File: src/rtl/tpu_pkg.sv
// Shared types and default sizing for the TPU run controller.
// State encoding, array geometry defaults, drain-length helper.
package tpu_pkg;

    localparam int DEF_ADDRESSSIZE = 10;
    localparam int DEF_MATRIX_SIZE = 8;
    localparam int DEF_NUM_PE_ROWS = 8;
    localparam int DEF_MAX_TILES   = 4;

    typedef enum logic [2:0] {
        IDLE,
        WFETCH,
        WLOAD,
        STREAM,
        DRAIN,
        DONE
    } tpu_run_state_t;

    // Cycles for the last activation row to ripple out of the array.
    function automatic int DEF_DRAIN_CYCLES(input int rows, input int cols);
        return rows + cols - 1;
    endfunction

endpackage

File: src/rtl/tpu_run_ctrl_addr_gen.sv
// Activation address generator: row counter, per-tile base, SRAM address.
// step loads sram_address from base+row, next_tile advances base by R.
module tpu_addr_gen
    import tpu_pkg::*;
#(
    parameter int AW = DEF_ADDRESSSIZE
) (
    input  logic          clk,
    input  logic          rstn,
    input  logic          load_i,
    input  logic          step_i,
    input  logic          next_tile_i,
    input  logic [AW-1:0] base_i,
    input  logic [AW-1:0] rows_i,
    output logic          last_row_o,
    output logic [AW-1:0] addr_o
);

    logic [AW-1:0] rows_q, rows_d;
    logic [AW-1:0] base_q, base_d;
    logic [AW-1:0] addr_q, addr_d;
    logic [AW:0]   row_q, row_d;

    // Next-state for base, row and address; row runs one ahead of addr.
    always_comb begin
        rows_d = rows_q;
        base_d = base_q;
        addr_d = addr_q;
        row_d  = row_q;
        if (load_i) begin
            rows_d = rows_i;
            base_d = base_i;
            row_d  = '0;
        end else if (next_tile_i) begin
            base_d = base_q + rows_q;
            row_d  = '0;
        end else if (step_i) begin
            addr_d = base_q + row_q[AW-1:0];
            row_d  = row_q + 1'b1;
        end
    end

    // State registers, cleared asynchronously.
    always_ff @(posedge clk or negedge rstn) begin
        if (!rstn) begin
            rows_q <= '0;
            base_q <= '0;
            addr_q <= '0;
            row_q  <= '0;
        end else begin
            rows_q <= rows_d;
            base_q <= base_d;
            addr_q <= addr_d;
            row_q  <= row_d;
        end
    end

    assign last_row_o = (row_q == {1'b0, rows_q});
    assign addr_o     = addr_q;

endmodule

File: src/rtl/tpu_run_ctrl.sv
// Run controller FSM: per tile pops FIFO, latches weights, streams, drains.
// Optional stall counter enabled by macro TPU_RUN_CTRL_PERF_EN.
module tpu_run_ctrl
    import tpu_pkg::*;
#(
    parameter int ADDRESSSIZE  = DEF_ADDRESSSIZE,
    parameter int MATRIX_SIZE  = DEF_MATRIX_SIZE,
    parameter int NUM_PE_ROWS  = DEF_NUM_PE_ROWS,
    parameter int MAX_TILES    = DEF_MAX_TILES,
    parameter int DRAIN_CYCLES = DEF_DRAIN_CYCLES(NUM_PE_ROWS, MATRIX_SIZE),
    parameter int TW           = $clog2(MAX_TILES) + 1
) (
    input  logic                   clk,
    input  logic                   rstn,
    input  logic                   start,
    input  logic [ADDRESSSIZE-1:0] cfg_base_addr,
    input  logic [ADDRESSSIZE-1:0] cfg_num_rows,
    input  logic [TW-1:0]          cfg_num_tiles,
    input  logic                   fifo_empty,
    output logic                   fifo_read_enable,
    output logic                   we_rl,
    output logic [ADDRESSSIZE-1:0] sram_address,
    output logic                   valid_address,
    output logic                   addr_ctrl_en,
    output logic                   busy,
    output logic                   end_,
    output logic [15:0]            stall_cycles
);

    localparam int DW = $clog2(DRAIN_CYCLES + 1);
    localparam logic [DW-1:0] DLAST = DW'(DRAIN_CYCLES - 1);
    localparam logic [TW-1:0] TMAX  = TW'(MAX_TILES);

    tpu_run_state_t state_q, state_d;
    logic [TW-1:0]  tiles_q, tiles_d;
    logic [TW-1:0]  tile_q, tile_d;
    logic [DW-1:0]  drain_q, drain_d;
    logic           accept;
    logic           ag_load, ag_step, ag_next, ag_last;

    assign accept = (state_q == IDLE) && start;

    // Next-state and control decode; fifo_read_enable is the Mealy output.
    always_comb begin
        state_d          = state_q;
        tiles_d          = tiles_q;
        tile_d           = tile_q;
        drain_d          = drain_q;
        fifo_read_enable = 1'b0;
        we_rl            = 1'b0;
        valid_address    = 1'b0;
        end_             = 1'b0;
        ag_load          = 1'b0;
        ag_step          = 1'b0;
        ag_next          = 1'b0;
        unique case (state_q)
            IDLE: begin
                if (start) begin
                    ag_load = 1'b1;
                    tile_d  = '0;
                    tiles_d = (cfg_num_tiles > TMAX) ? TMAX : cfg_num_tiles;
                    if (cfg_num_tiles == '0 || cfg_num_rows == '0)
                        state_d = DONE;
                    else
                        state_d = WFETCH;
                end
            end
            WFETCH: begin
                fifo_read_enable = !fifo_empty;
                if (!fifo_empty) state_d = WLOAD;
            end
            WLOAD: begin
                we_rl   = 1'b1;
                ag_step = 1'b1;
                state_d = STREAM;
            end
            STREAM: begin
                valid_address = 1'b1;
                if (ag_last) begin
                    drain_d = '0;
                    state_d = DRAIN;
                end else begin
                    ag_step = 1'b1;
                end
            end
            DRAIN: begin
                if (drain_q == DLAST) begin
                    if (tile_q != tiles_q - TW'(1)) begin
                        tile_d  = tile_q + TW'(1);
                        ag_next = 1'b1;
                        state_d = WFETCH;
                    end else begin
                        state_d = DONE;
                    end
                end else begin
                    drain_d = drain_q + DW'(1);
                end
            end
            DONE: begin
                end_    = 1'b1;
                state_d = IDLE;
            end
            default: state_d = IDLE;
        endcase
    end

    // FSM, tile and drain registers.
    always_ff @(posedge clk or negedge rstn) begin
        if (!rstn) begin
            state_q <= IDLE;
            tiles_q <= '0;
            tile_q  <= '0;
            drain_q <= '0;
        end else begin
            state_q <= state_d;
            tiles_q <= tiles_d;
            tile_q  <= tile_d;
            drain_q <= drain_d;
        end
    end

    assign busy         = (state_q != IDLE);
    assign addr_ctrl_en = busy;

    tpu_addr_gen #(
        .AW(ADDRESSSIZE)
    ) u_addr_gen (
        .clk        (clk),
        .rstn       (rstn),
        .load_i     (ag_load),
        .step_i     (ag_step),
        .next_tile_i(ag_next),
        .base_i     (cfg_base_addr),
        .rows_i     (cfg_num_rows),
        .last_row_o (ag_last),
        .addr_o     (sram_address)
    );

`ifdef TPU_RUN_CTRL_PERF_EN
    logic [15:0] stall_q, stall_d;

    // Saturating count of FIFO-empty cycles spent waiting for weights.
    always_comb begin
        stall_d = stall_q;
        if (accept)
            stall_d = '0;
        else if (state_q == WFETCH && fifo_empty && stall_q != 16'hFFFF)
            stall_d = stall_q + 16'd1;
    end

    // Stall counter register.
    always_ff @(posedge clk or negedge rstn) begin
        if (!rstn) stall_q <= '0;
        else       stall_q <= stall_d;
    end

    assign stall_cycles = stall_q;
`else
    logic unused_accept;
    assign unused_accept = accept;
    assign stall_cycles  = 16'd0;
`endif

endmodule

File: config.mk
export PLATFORM = sky130hd
export DESIGN_NAME = tpu_run_ctrl
export DESIGN_NICKNAME = d
export VERILOG_FILES = /design/src/rtl/tpu_pkg.sv /design/src/rtl/tpu_run_ctrl_addr_gen.sv /design/src/rtl/tpu_run_ctrl.sv
export SDC_FILE = /design/constraint.sdc
export NUM_CORES = 1
export LEC_CHECK = 0
export CORE_ASPECT_RATIO = 1.2
export CORE_MARGIN = 2
export CORE_UTILIZATION = 58
export CTS_CLUSTER_SIZE = 10
export DETAILED_ROUTE_END_ITERATION = 6
export PLACE_DENSITY = 0.86
export RECOVER_POWER = 100
export SLEW_MARGIN = 5
export SYNTH_ARGS = -nofsm -noshare
export SYNTH_HDL_FRONTEND = slang
export SYNTH_HIERARCHICAL = 1
export SYNTH_SLANG_ARGS = --single-unit
File: constraint.sdc
create_clock -name clk -period 6.85 [get_ports clk]
set_input_delay 1.37 -clock clk [delete_from_list [all_inputs] [get_ports clk]]
set_output_delay 1.37 -clock clk [all_outputs]
set_load 0.005 [all_outputs]
== Yosys cells after proc, flatten, opt, wreduce, memory -nomap -nowiden ==
Index checks and enable logic that the tools add are counted.

* Bits of input ports: 27
* Bits in registers: 54

* Reduce and logical (&&, ||, !) cells: 15
* Add/sub/neg operators: 6
* Order comparisons: 1
* Bitwise operators: 2
* Equality and inequality tests: 14
* Multiplexer cells: 31

{| class="wikitable"
|+ Operators with widths
! operator !! number
|-
| 2-to-1 mux 11 bit || 3
|-
| 2-to-1 mux 3 bit || 10
|-
| adder 10 bit || 2
|-
| 2-to-1 mux 10 bit || 2
|-
| one-hot mux 3 bit (5 select lines) || 1
|-
| inequality test 2 bit, second input constant || 6
|-
| adder 11 x 1 -> 11 bit, second input constant || 1
|-
| == test 11 x 10 -> 1 bit || 1
|-
| logical NOT 10 bit || 1
|-
| 2-to-1 mux 1 bit || 10
|-
| 2-to-1 mux 4 bit || 2
|-
| one-hot mux 4 bit (2 select lines) || 1
|-
| AND reduction 4 bit || 2
|-
| == test 3 x 2 -> 1 bit, second input constant || 2
|-
| == test 3 bit, second input constant || 2
|-
| logical NOT 3 bit || 2
|-
| one-hot mux 3 bit (2 select lines) || 1
|-
| AND reduction 3 bit || 2
|-
| nonzero test 2 bit || 3
|-
| nonzero test 3 bit || 2
|-
| adder 4 x 1 -> 4 bit, second input constant || 1
|-
| == test 4 bit, second input constant || 1
|-
| adder 3 x 1 -> 3 bit, second input constant || 1
|-
| == test 3 x 1 -> 1 bit, second input constant || 1
|-
| 8 further kinds || 9
|}

== Logic depth before layout (Yosys ltp) ==
Gate-level depths: netlist (run 1).

* Depth after elaboration: 7
* Gate-level depth with buffers: 11
* Depth with buffers taken out: 11

== Cells and area by module ==
Netlist (run 1), hierarchy kept.

{| class="wikitable"
|+ Modules (own cells, without submodules)
! module !! area each (um^2) !! times used !! cells each
|-
| tpu_addr_gen || 2652.5 || 1 || 272
|-
| tpu_run_ctrl || 999.7 || 1 || 113
|}

== Least setup slack after synthesis (run 1) ==
No wires, ideal clock.

* Path type: input -> output
* From: in fifo_empty
* To: out fifo_read_enable
* Stages: 2
* Path slack: 3.641 ns
* Buffers on the path: 0
* Required time: 5.480 ns
* Arrival time: 1.839 ns
* Cell sequence: or3b_1 nor2_1

* Cells in the longest elaborated chain, start to end: 2

{| class="wikitable"
|+ RTL lines
! element !! line !! text
|-
| start: declaration || tpu_run_ctrl.sv:19 || <nowiki>input logic fifo_empty,</nowiki>
|-
| logical NOT 1 bit || n/a ||
|-
| 2-to-1 mux 1 bit || tpu_run_ctrl.sv:56 || <nowiki>unique case (state_q)</nowiki>
|-
| end: declaration || tpu_run_ctrl.sv:20 || <nowiki>output logic fifo_read_enable,</nowiki>
|}

Every way passes these cells.

== Worst setup path after layout (run 1) ==
Same ends and word-level chain as after synthesis.

==> flow_metrics.env, run 1 <==
export IMPL_final_util_pct=67.9
export IMPL_dieArea_um2=6950
export IMPL_synth_seq_cells=54
export IMPL_drt_wirelength_per_cell_um=15.0
export IMPL_diodes=0
export IMPL_synth_edf_count=0
export IMPL_period_minus_slack_ns=4.29
export IMPL_powerDensity_nw_per_um2=407
export IMPL_grt_pass1_wl_mm=12.8
export IMPL_grt_pass1_vias=2759
export IMPL_place_gp_congestion=0.979
export IMPL_synthTopCellsByArea="dfrtp_1 37%, ha_1 7.9%, xor2_1 4.8%"
export IMPL_ctsHoldBuffers=0
export IMPL_track_usage_pct=22.8
export IMPL_worstPathArrival_ns=2.92
export IMPL_met1_usage_pct=30.0
export IMPL_max_cap_violations=1
export IMPL_yosysTopAreaCell="dfrtp_1"
export IMPL_portBuffers=42
export IMPL_die_h_um=90.9
export IMPL_tightestPinTransition_ns=2.83
export IMPL_p_total_mw=1.67
export IMPL_syn_avg_cell_area_um2=9.49
export IMPL_intPower_mw=0.960
export IMPL_drc=0
export IMPL_initial_core_util_pct=60.4
export IMPL_critPathTopFamily="buffers and inverters"
export IMPL_fin_cells=504
export IMPL_fp_row_count=31
export IMPL_worstPathCellList="dlygate4sd3_1, or3b_1, nor2_1, clkdlybuf4s50_1"
export IMPL_grt_busiest_layer="met2"
export IMPL_cts_tree="yes"
export IMPL_cts_setup_buffers=0
export IMPL_drive_gt1_share_pct=6.87
export IMPL_drt_iter0_drc=166
export IMPL_htreeDepth=2
export IMPL_start_kind="input port"
export IMPL_leakagePower_nw=1.89
export IMPL_maxSlewViolCount=55
export IMPL_cts_sinks=54
export IMPL_slowest_stage="dlygate4sd3_1"
export IMPL_clock_latency_ns=0.31
export IMPL_netlist_area_um2=3650
export IMPL_layout_nets=474
export IMPL_antenna_found_initial=0
export IMPL_numCtsBuffers=5
export IMPL_die_w_um=76.4
export IMPL_synth_top_area_share_pct=37.0
export IMPL_cp_end_kind="output port"
export IMPL_synthFlopType="dfrtp_1"
export IMPL_criticalPathCategory="in2out"
export IMPL_hpwl_mm=5.82
export IMPL_ys_types=64
export IMPL_grt_use_met2_pct=37.4
export IMPL_startpoint="fifo_empty"
export IMPL_setup_viol=0
export IMPL_p_clk_share_pct=10.1
export IMPL_placedCellCount=497
export IMPL_grt_max_degree=55
export IMPL_combinationalPowerShare_pct=53.9
export IMPL_fin_setup_tns_ns=0
export IMPL_dr_pass1_iters=4
export IMPL_synth_warnings=6
export IMPL_path_buf_inv=2
export IMPL_seq_area_frac_synth_pct=37.0
export IMPL_rsz0062_at_grt="no"
export IMPL_status="finished, violations left"
export IMPL_fin_crit_sh_pct=62.7
export IMPL_detail_route_antenna_nets=0
export IMPL_synthCells=385
export IMPL_cpPeakStageDelay_ns=0.58
export IMPL_via_per_inst=5.76
export IMPL_ir_drop_mv=0.229
export IMPL_wl_mm=7.58
export IMPL_hold_start="u_addr_gen/addr_o[3]"
export IMPL_switchingPower_mw=0.713
export IMPL_finalHoldViolations=0
export IMPL_synth_async_reset_ratio_pct=100
export IMPL_layout_common_cells="54 x dfrtp_1, 44 x nand2_1, 28 x nor2_1"
export IMPL_max_freq_mhz=233
export IMPL_critPathMaxFanout=3
export IMPL_cts_repair_resize_count=0
export IMPL_worstReg2RegStart="state_q[0]"
export IMPL_failed_checks="capacitance limit, slew limit"
export IMPL_slew_headroom_pct=-88.5
export IMPL_fin_skew_ns=0.00912
export IMPL_area_delta_synth_final_pct=12.5
export IMPL_layout_commonest_cell="dfrtp_1"
export IMPL_cts_root_buf="clkbuf_8"
export IMPL_design_core_area_um2=6050
export IMPL_clkTransAtPathRegs_ns=0.09
export IMPL_vias=2901
export IMPL_ios=59
export IMPL_grt_met3_usage_pct=3.70
export IMPL_overflow=0
export IMPL_clockBufferDepth=2
export IMPL_switching_share_pct=42.6
export IMPL_p_seq_share_pct=36.0
export IMPL_hold_class="reg2reg"
export IMPL_critPathRequiredTime_ns=5.48
area by class of cell:
| cell class | instances | area (µm²) |
|---|---|---|
| clock buffers | 7 | 76.3 |
| fillers | 498 | 1940 |
| inverters | 14 | 52.6 |
| multi-input cells | 304 | 2110 |
| well taps | 82 | 103 |
| repair buffers | 43 | 419 |
| flip-flops and latches | 54 | 1350 |
cells in the mapped netlist (all sizes together), types with 3 or more instances:
cell    count
nand4       5
o31ai       4
nor4        6
nand2      44
clkbuf      4
a21oi      17
buf        24
nand3b      3
a21o        3
nor3b       3
o21a        5
nor2       28
or3         3
ha         23
mux2       12
mux2i      10
o21ai      28
xor2       20
xnor2      10
nand3       3
a211oi      5
a221o       3
nor2b       3
and3        6
inv        14
nor3       10
dfrtp      54
layer usage:
layer / up-vias / part of all wire (%)
li1: 1410 / -
met1: 1402 / 42
met2: 76 / 51
met3: 13 / 4.4
met4: 0 / 2.4
met5: - / 0
per-stage QoR:
step	area (µm²)	setup WS (ns)	hold WS (ns)
floorplan	3710	3.64	0.473
global placement	4050	2.71	0.460
detailed placement	4050	2.68	0.468
CTS	4130	2.68	0.488
global route	4110	2.53	0.513
finish	4110	2.56	0.475
power groups by stage:
stage / Clock [mW] / Combinational, mW / Sequential, mW
finish: 0.169 / 0.902 / 0.602
global route: 0.190 / 1.01 / 0.625
CTS: 0.173 / 0.925 / 0.602
detailed placement: 0 / 0.917 / 0.608
global placement: 0 / 0.878 / 0.601
floorplan: 0 / 0.724 / 0.555
worst reg2reg max path, delay by kind of cell, from the launching register on:
kind | cells | cell delay [ns]
buffers and inverters | 1 | 0.78
flip-flops | 1 | 0.54
multiplexers | 1 | 0.40
AND/OR/NAND/NOR | 4 | 1.53
final timing paths:
path	endpoint	cells past startpoint	slack [ns]
max	fifo_read_enable	4	2.56
min	u_addr_gen/addr_o[3]	2	0.48
max reg2reg	u_addr_gen/addr_o[0]	6	3.50
min reg2reg	u_addr_gen/addr_o[3]	2	0.48
max in group asynchronous	u_addr_gen/base_q[8]	2	3.20
min in group asynchronous	drain_q[0]	2	2.06
flip-flops by register name, indices dropped and copies added (netlist names):
signal and cells:
drain_q 4, state_q 3, tile_q 3, tiles_q 3, u_addr_gen/addr_o 10, u_addr_gen/base_q 10
u_addr_gen/row_q 11, u_addr_gen/rows_q 10
kinds of logic after synthesis:
kind of cell             after synthesis  synth area share (%)
multiplexers                          22                  6.44
AO/OA/AOI/OAI                         83                  15.0
XOR/XNOR                              31                  7.85
AND/OR/NAND/NOR                      127                  18.2
flip-flops                            54                  37.0
other                                  1                 0.103
buffers and inverters                 42                  6.47
adder cells (fa/ha/maj)               25                  8.98
Power figures use the tool's default switching activity.
==> run 2, diff against run 1 <==
--- a/config.mk
+++ b/config.mk
@@ -7,10 +7,10 @@
 export LEC_CHECK = 0
 export CORE_ASPECT_RATIO = 1.2
 export CORE_MARGIN = 2
-export CORE_UTILIZATION = 58
+export CORE_UTILIZATION = 54
 export CTS_CLUSTER_SIZE = 10
 export DETAILED_ROUTE_END_ITERATION = 6
-export PLACE_DENSITY = 0.86
+export PLACE_DENSITY = 0.8
 export RECOVER_POWER = 100
 export SLEW_MARGIN = 5
 export SYNTH_ARGS = -nofsm -noshare
==> constraint.sdc (replaced) <==
create_clock -name clk -period 4.1 [get_ports clk]
set_input_delay 0.82 -clock clk [delete_from_list [all_inputs] [get_ports clk]]
set_output_delay 0.82 -clock clk [all_outputs]
set_load 0.005 [all_outputs]
==> run 2 against run 1 <==
  * The run now ends clean
  * Worst setup slack lost 1.7 ns
  * Sequential share of layout area shrank 0.33 points
  * Combinational power grew 69%
  * Via count shrank 0.17%
  * Die area grew 7.0%
  * Global-route usage shrank 1.7 points
  * Clock skew grew 0.00077 ns
  * Register-to-register slack lost 2.6 ns
  * Sequential power grew 66%
  * Power grew 71%
  * Routed wire length shrank 0.95%
  * Critical path type is now reg2reg
  * Critical endpoint is now u_addr_gen/addr_o[6]
  * Highest routed layer unchanged
==> flow_metrics.env, run 2 (synthesis results as in run 1) <==
export IMPL_grt_pass1_wl_mm=12.3
export IMPL_criticalPathCategory="reg2reg"
export IMPL_worstPathArrival_ns=3.47
export IMPL_fillers=541
export IMPL_drive_gt1_share_pct=6.81
export IMPL_finalHoldViolations=0
export IMPL_place_ws_ns=1.05
export IMPL_powerDensity_nw_per_um2=689
export IMPL_layout_common_cells="54 x dfrtp_1, 44 x nand2_1, 28 x nor2_1"
export IMPL_tightestPinTransition_ns=1.47
export IMPL_fin_ws_ns=0.851
export IMPL_dpl_instance_area_um2=4080
export IMPL_status="completed"
export IMPL_dr_pass1_iters=5
export IMPL_grt_busiest_layer="met2"
export IMPL_ios=59
export IMPL_clockBufferDepth=2
export IMPL_slew_headroom_pct=2.31
export IMPL_met1_usage_pct=27.7
export IMPL_drt_iter0_drc=211
export IMPL_place_gp_congestion=0.933
export IMPL_rrSetupSlack_ns=0.85
export IMPL_ctsHoldBuffers=0
export IMPL_design_core_area_um2=6490
export IMPL_cpPeakStageDelay_ns=0.50
export IMPL_layout_nets=477
export IMPL_fin_crit_sh_pct=79.2
export IMPL_numCtsBuffers=5
export IMPL_portBuffers=42
export IMPL_area_delta_synth_final_pct=13.7
export IMPL_cts_sinks=54
export IMPL_final_area_um2=4150
export IMPL_maxSlewViolCount=0
export IMPL_fin_setup_tns_ns=0
export IMPL_largest_reg_flops=11
export IMPL_dieArea_um2=7440
export IMPL_die_w_um=79.1
export IMPL_cp_end_kind="register"
export IMPL_cts_repair_resize_count=0
export IMPL_cts_tree="yes"
export IMPL_initial_core_util_pct=56.3
export IMPL_clkTransAtPathRegs_ns=0.10
export IMPL_grt_max_degree=38
export IMPL_period_minus_slack_ns=3.25
export IMPL_htreeDepth=2
export IMPL_fin_skew_ns=0.00989
export IMPL_critPathTopFamily="simple AND/OR/NAND/NOR gates"
export IMPL_vias=2896
export IMPL_grt_pass1_vias=2679
export IMPL_drc=0
export IMPL_antenna_found_initial=0
export IMPL_overflow=0
export IMPL_ir_drop_mv=0.381
export IMPL_diodes=0
export IMPL_hold_class="reg2reg"
export IMPL_drt_wirelength_per_cell_um=14.7
export IMPL_grt_met3_usage_pct=3.08
export IMPL_cts_setup_buffers=0
export IMPL_grt_use_met2_pct=36.5
export IMPL_track_usage_pct=21.1
export IMPL_slowest_stage="clkbuf_1"
export IMPL_max_freq_mhz=308
export IMPL_detail_route_antenna_nets=0
export IMPL_via_per_inst=5.67
export IMPL_setup_viol=0
export IMPL_critPathMaxFanout=13
export IMPL_fp_row_count=32
export IMPL_wl_mm=7.51
export IMPL_critPathRequiredTime_ns=4.32
export IMPL_p_total_mw=2.86
export IMPL_worstPathCellList="inv_1, ha_1, xnor2_1, nor3_1, or3_1, inv_1, clkbuf_1, nor2_1, nand2_1, clkbuf_1, nand2_1, o31ai_1"
export IMPL_fin_cells=511
export IMPL_cts_root_buf="clkbuf_8"
export IMPL_max_cap_violations=0
export IMPL_placedCellCount=503
export IMPL_start_kind="register"
export IMPL_rsz0062_at_grt="no"
export IMPL_hpwl_mm=5.79
export IMPL_path_buf_inv=4
export IMPL_top_register="u_addr_gen/row_q"
export IMPL_leakagePower_nw=1.91
export IMPL_layout_commonest_cell="dfrtp_1"
export IMPL_die_h_um=94.1
export IMPL_clock_latency_ns=0.31
## run 2: cell type report
cell class / instances / area, µm² / area share [%]
Sequential cell: 54 / 1350 / 32.5
Timing Repair Buffer: 46 / 433 / 10.4
Tap cell: 85 / 106 / 2.56
Clock buffer: 8 / 110 / 2.65
Multi-Input combinational cell: 304 / 2100 / 50.5
Inverter: 14 / 52.6 / 1.27
## run 2: worst paths after layout
kind                                            from                   end  cells past startpoint
min in group asynchronous                       rstn            drain_q[0]                      1
worst min-delay path            u_addr_gen/addr_o[3]  u_addr_gen/addr_o[3]                      2
worst max-delay path                      tiles_q[0]  u_addr_gen/addr_o[6]                     12
worst min register to register  u_addr_gen/addr_o[3]  u_addr_gen/addr_o[3]                      2
max in group asynchronous                       rstn   u_addr_gen/row_q[9]                      2
worst max register to register            tiles_q[0]  u_addr_gen/addr_o[6]                     12
## run 2: power by group
part	internal, mW	leakage (nW)	switching (mW)	total, mW
Sequential	0.748	0.683	0.252	1.00
Clock	0.171	0.0575	0.171	0.342
Combinational	0.738	1.17	0.781	1.52
Total	1.66	1.91	1.20	2.86
## run 2: worst reg2reg max path, delay by kind of cell (launching register included)
| family | cells | cell delay (ns) |
|---|---|---|
| adders and majority gates | 1 | 0.30 |
| DFF | 1 | 0.36 |
| buffers and inverters | 4 | 0.91 |
| and+or+nand+nor | 5 | 1.29 |
| AOI/OAI and AO/OA | 1 | 0.07 |
| xor gates and xnor gates | 1 | 0.22 |
## run 2: layer usage
layer / vias to the layer above / share of wire, %
li1: 1425 / -
met2: 85 / 51
met3: 14 / 3.7
met1: 1372 / 44
met4: 0 / 1.3
met5: - / 0
## run 2: per-stage QoR
step / util (%) / hold WS (ns)
floorplan: - / 0.473
global placement: 62.8 / 0.459
detailed placement: 62.8 / 0.467
CTS: 64.5 / 0.489
global route: 64.0 / 0.496
finish: 64.0 / 0.477
==> run 3, diff against run 2 <==
==> constraint.sdc (replaced) <==
create_clock -name clk -period 3.1 [get_ports clk]
set_input_delay 0.62 -clock clk [delete_from_list [all_inputs] [get_ports clk]]
set_output_delay 0.62 -clock clk [all_outputs]
set_load 0.005 [all_outputs]
==> run 3 against run 2 <==
  * Clock-buffer cell count down 2
  * Sequential share of layout area down 0.39 points
  * Via count is 0.31% higher
  * Critical path depth down 3
  * Power increased by 38%
  * Sequential cell count unchanged
  * Clock power rose by 67%
  * Worst hold slack got worse by 0.21 ns
  * Non-clock buffer count grew 2
  * Global-route usage is 0.60 points higher
  * Critical path type unchanged
==> flow_metrics.env, run 3 (synthesis results as in run 1) <==
export IMPL_worstPathArrival_ns=2.95
export IMPL_rsz0062_at_grt="no"
export IMPL_die_w_um=79.1
export IMPL_fillers=555
export IMPL_drt_iter0_drc=210
export IMPL_worstPathCellList="xor2_1, nor4_1, nand2_1, nor4_1, clkbuf_1, a21oi_1, nand2_1, buf_4, o31ai_1"
export IMPL_fin_skew_ns=0.00727
export IMPL_status="completed"
export IMPL_cp_end_kind="register"
export IMPL_max_cap_violations=0
export IMPL_fp_row_count=32
export IMPL_design_core_area_um2=6490
export IMPL_max_freq_mhz=365
export IMPL_clockBufferDepth=2
export IMPL_critPathRequiredTime_ns=3.31
export IMPL_via_per_inst=5.66
export IMPL_r2r_cells=9
export IMPL_start_kind="register"
export IMPL_ir_drop_mv=0.445
export IMPL_cts_root_buf="clkbuf_8"
export IMPL_critPathTopFamily="compound AO/OA/AOI/OAI gates"
export IMPL_cpPeakStageDelay_ns=0.57
export IMPL_criticalPathCategory="reg2reg"
export IMPL_dr_pass1_iters=5
export IMPL_dpl_instance_area_um2=4090
export IMPL_final_util_pct=64.8
export IMPL_grt_pass1_vias=2725
export IMPL_path_depth=9
export IMPL_drc=0
export IMPL_area_delta_synth_final_pct=15.0
export IMPL_rrSetupSlack_ns=0.36
export IMPL_dieArea_um2=7440
export IMPL_detail_route_antenna_nets=0
export IMPL_placedCellCount=505
export IMPL_initial_core_util_pct=56.3
export IMPL_antenna_found_initial=0
export IMPL_path_buf_inv=2
export IMPL_fin_ws_ns=0.364
export IMPL_track_usage_pct=21.7
export IMPL_final_area_um2=4200
export IMPL_hold_class="in2async"
export IMPL_ctsHoldBuffers=0
export IMPL_leakagePower_nw=1.94
export IMPL_cts_repair_resize_count=0
export IMPL_overflow=0
export IMPL_r2r_end="u_addr_gen/addr_o[6]"
export IMPL_largest_reg_flops=11
export IMPL_clkTransAtPathRegs_ns=0.10
export IMPL_fin_setup_tns_ns=0
export IMPL_grt_max_degree=38
export IMPL_period_minus_slack_ns=2.74
export IMPL_tightestPinTransition_ns=1.42
export IMPL_powerDensity_nw_per_um2=940
export IMPL_htreeDepth=2
export IMPL_maxSlewViolCount=0
export IMPL_ios=59
export IMPL_cts_sinks=54
export IMPL_drive_gt1_share_pct=7.71
export IMPL_finalHoldViolations=0
export IMPL_cts_tree="yes"
export IMPL_numCtsBuffers=5
export IMPL_clock_latency_ns=0.31
export IMPL_place_ws_ns=0.397
export IMPL_diodes=0
export IMPL_layout_common_cells="54 x dfrtp_1, 44 x nand2_1, 27 x nor2_1"
export IMPL_die_h_um=94.1
export IMPL_critPathMaxFanout=11
export IMPL_grt_pass1_wl_mm=12.6
export IMPL_fin_crit_sh_pct=88.3
export IMPL_slowest_stage="a21oi_1"
export IMPL_slew_headroom_pct=5.24
export IMPL_setup_viol=0
export IMPL_top_register="u_addr_gen/row_q"
export IMPL_wl_mm=7.83
export IMPL_hpwl_mm=6.02
export IMPL_layout_commonest_cell="dfrtp_1"
export IMPL_place_gp_congestion=0.921
export IMPL_layout_nets=479
export IMPL_worstReg2RegStart="u_addr_gen/row_q[1]"
export IMPL_fin_cells=513
export IMPL_vias=2905
export IMPL_cts_setup_buffers=0
export IMPL_drt_wirelength_per_cell_um=15.3
export IMPL_portBuffers=42
==> run 3: changes by cell type in the layout (fill, tap and decap cells not counted), sizes merged <==
| cell | previous run | this run |
|---|---|---|
| clkbuf | 12 | 10 |
| buf | 1 | 3 |
| bufinv | 0 | 2 |
==> run 3: area by class of cell <==
class | count | area [µm²] | share of cell area, %
well taps | 85 | 106 | 2.53
multi-input cells | 304 | 2100 | 50.0
clock inverters | 2 | 60.1 | 1.43
inverters | 14 | 52.6 | 1.25
clock buffers | 6 | 82.6 | 1.97
repair buffers | 48 | 448 | 10.7
flip-flops and latches | 54 | 1350 | 32.2
==> run 3: worst max-delay path by stage <==
stage	from	end	slack [ns]
5_1_grt	state_q[0]	busy	0.20
3_5_place_dp	u_addr_gen/row_q[1]	u_addr_gen/addr_o[3]	0.40
3_3_place_gp	fifo_empty	fifo_read_enable	0.46
4_1_cts	u_addr_gen/row_q[1]	u_addr_gen/addr_o[3]	0.39
6_report	u_addr_gen/row_q[1]	u_addr_gen/addr_o[6]	0.36
2_1_floorplan	tiles_q[0]	u_addr_gen/row_q[0]	0.79
==> run 3: through the flow <==
| stage | power [mW] | hold slack (ns) |
|---|---|---|
| detailed placement | 3.42 | 0.468 |
| finish | 3.95 | 0.271 |
| CTS | 4.01 | 0.161 |
| floorplan | 2.83 | 0.324 |
| global route | 4.25 | 0.314 |
| global placement | 3.32 | 0.461 |
==> run 3: metal layers <==
layer	vias up	global-route usage (%)	wire, µm
met5	-	0	0
met4	0	7.76	97
met3	8	3.27	295
met2	75	38.3	4000
met1	1393	26.9	3440
li1	1429	-	-
==> run 3: report_power, final <==
group          switching [mW]  internal (mW)  leakage (nW)
combinational            1.06          0.987          1.18
clock                   0.228          0.344        0.0714
sequential              0.341          0.990         0.683
total                    1.63           2.32          1.94
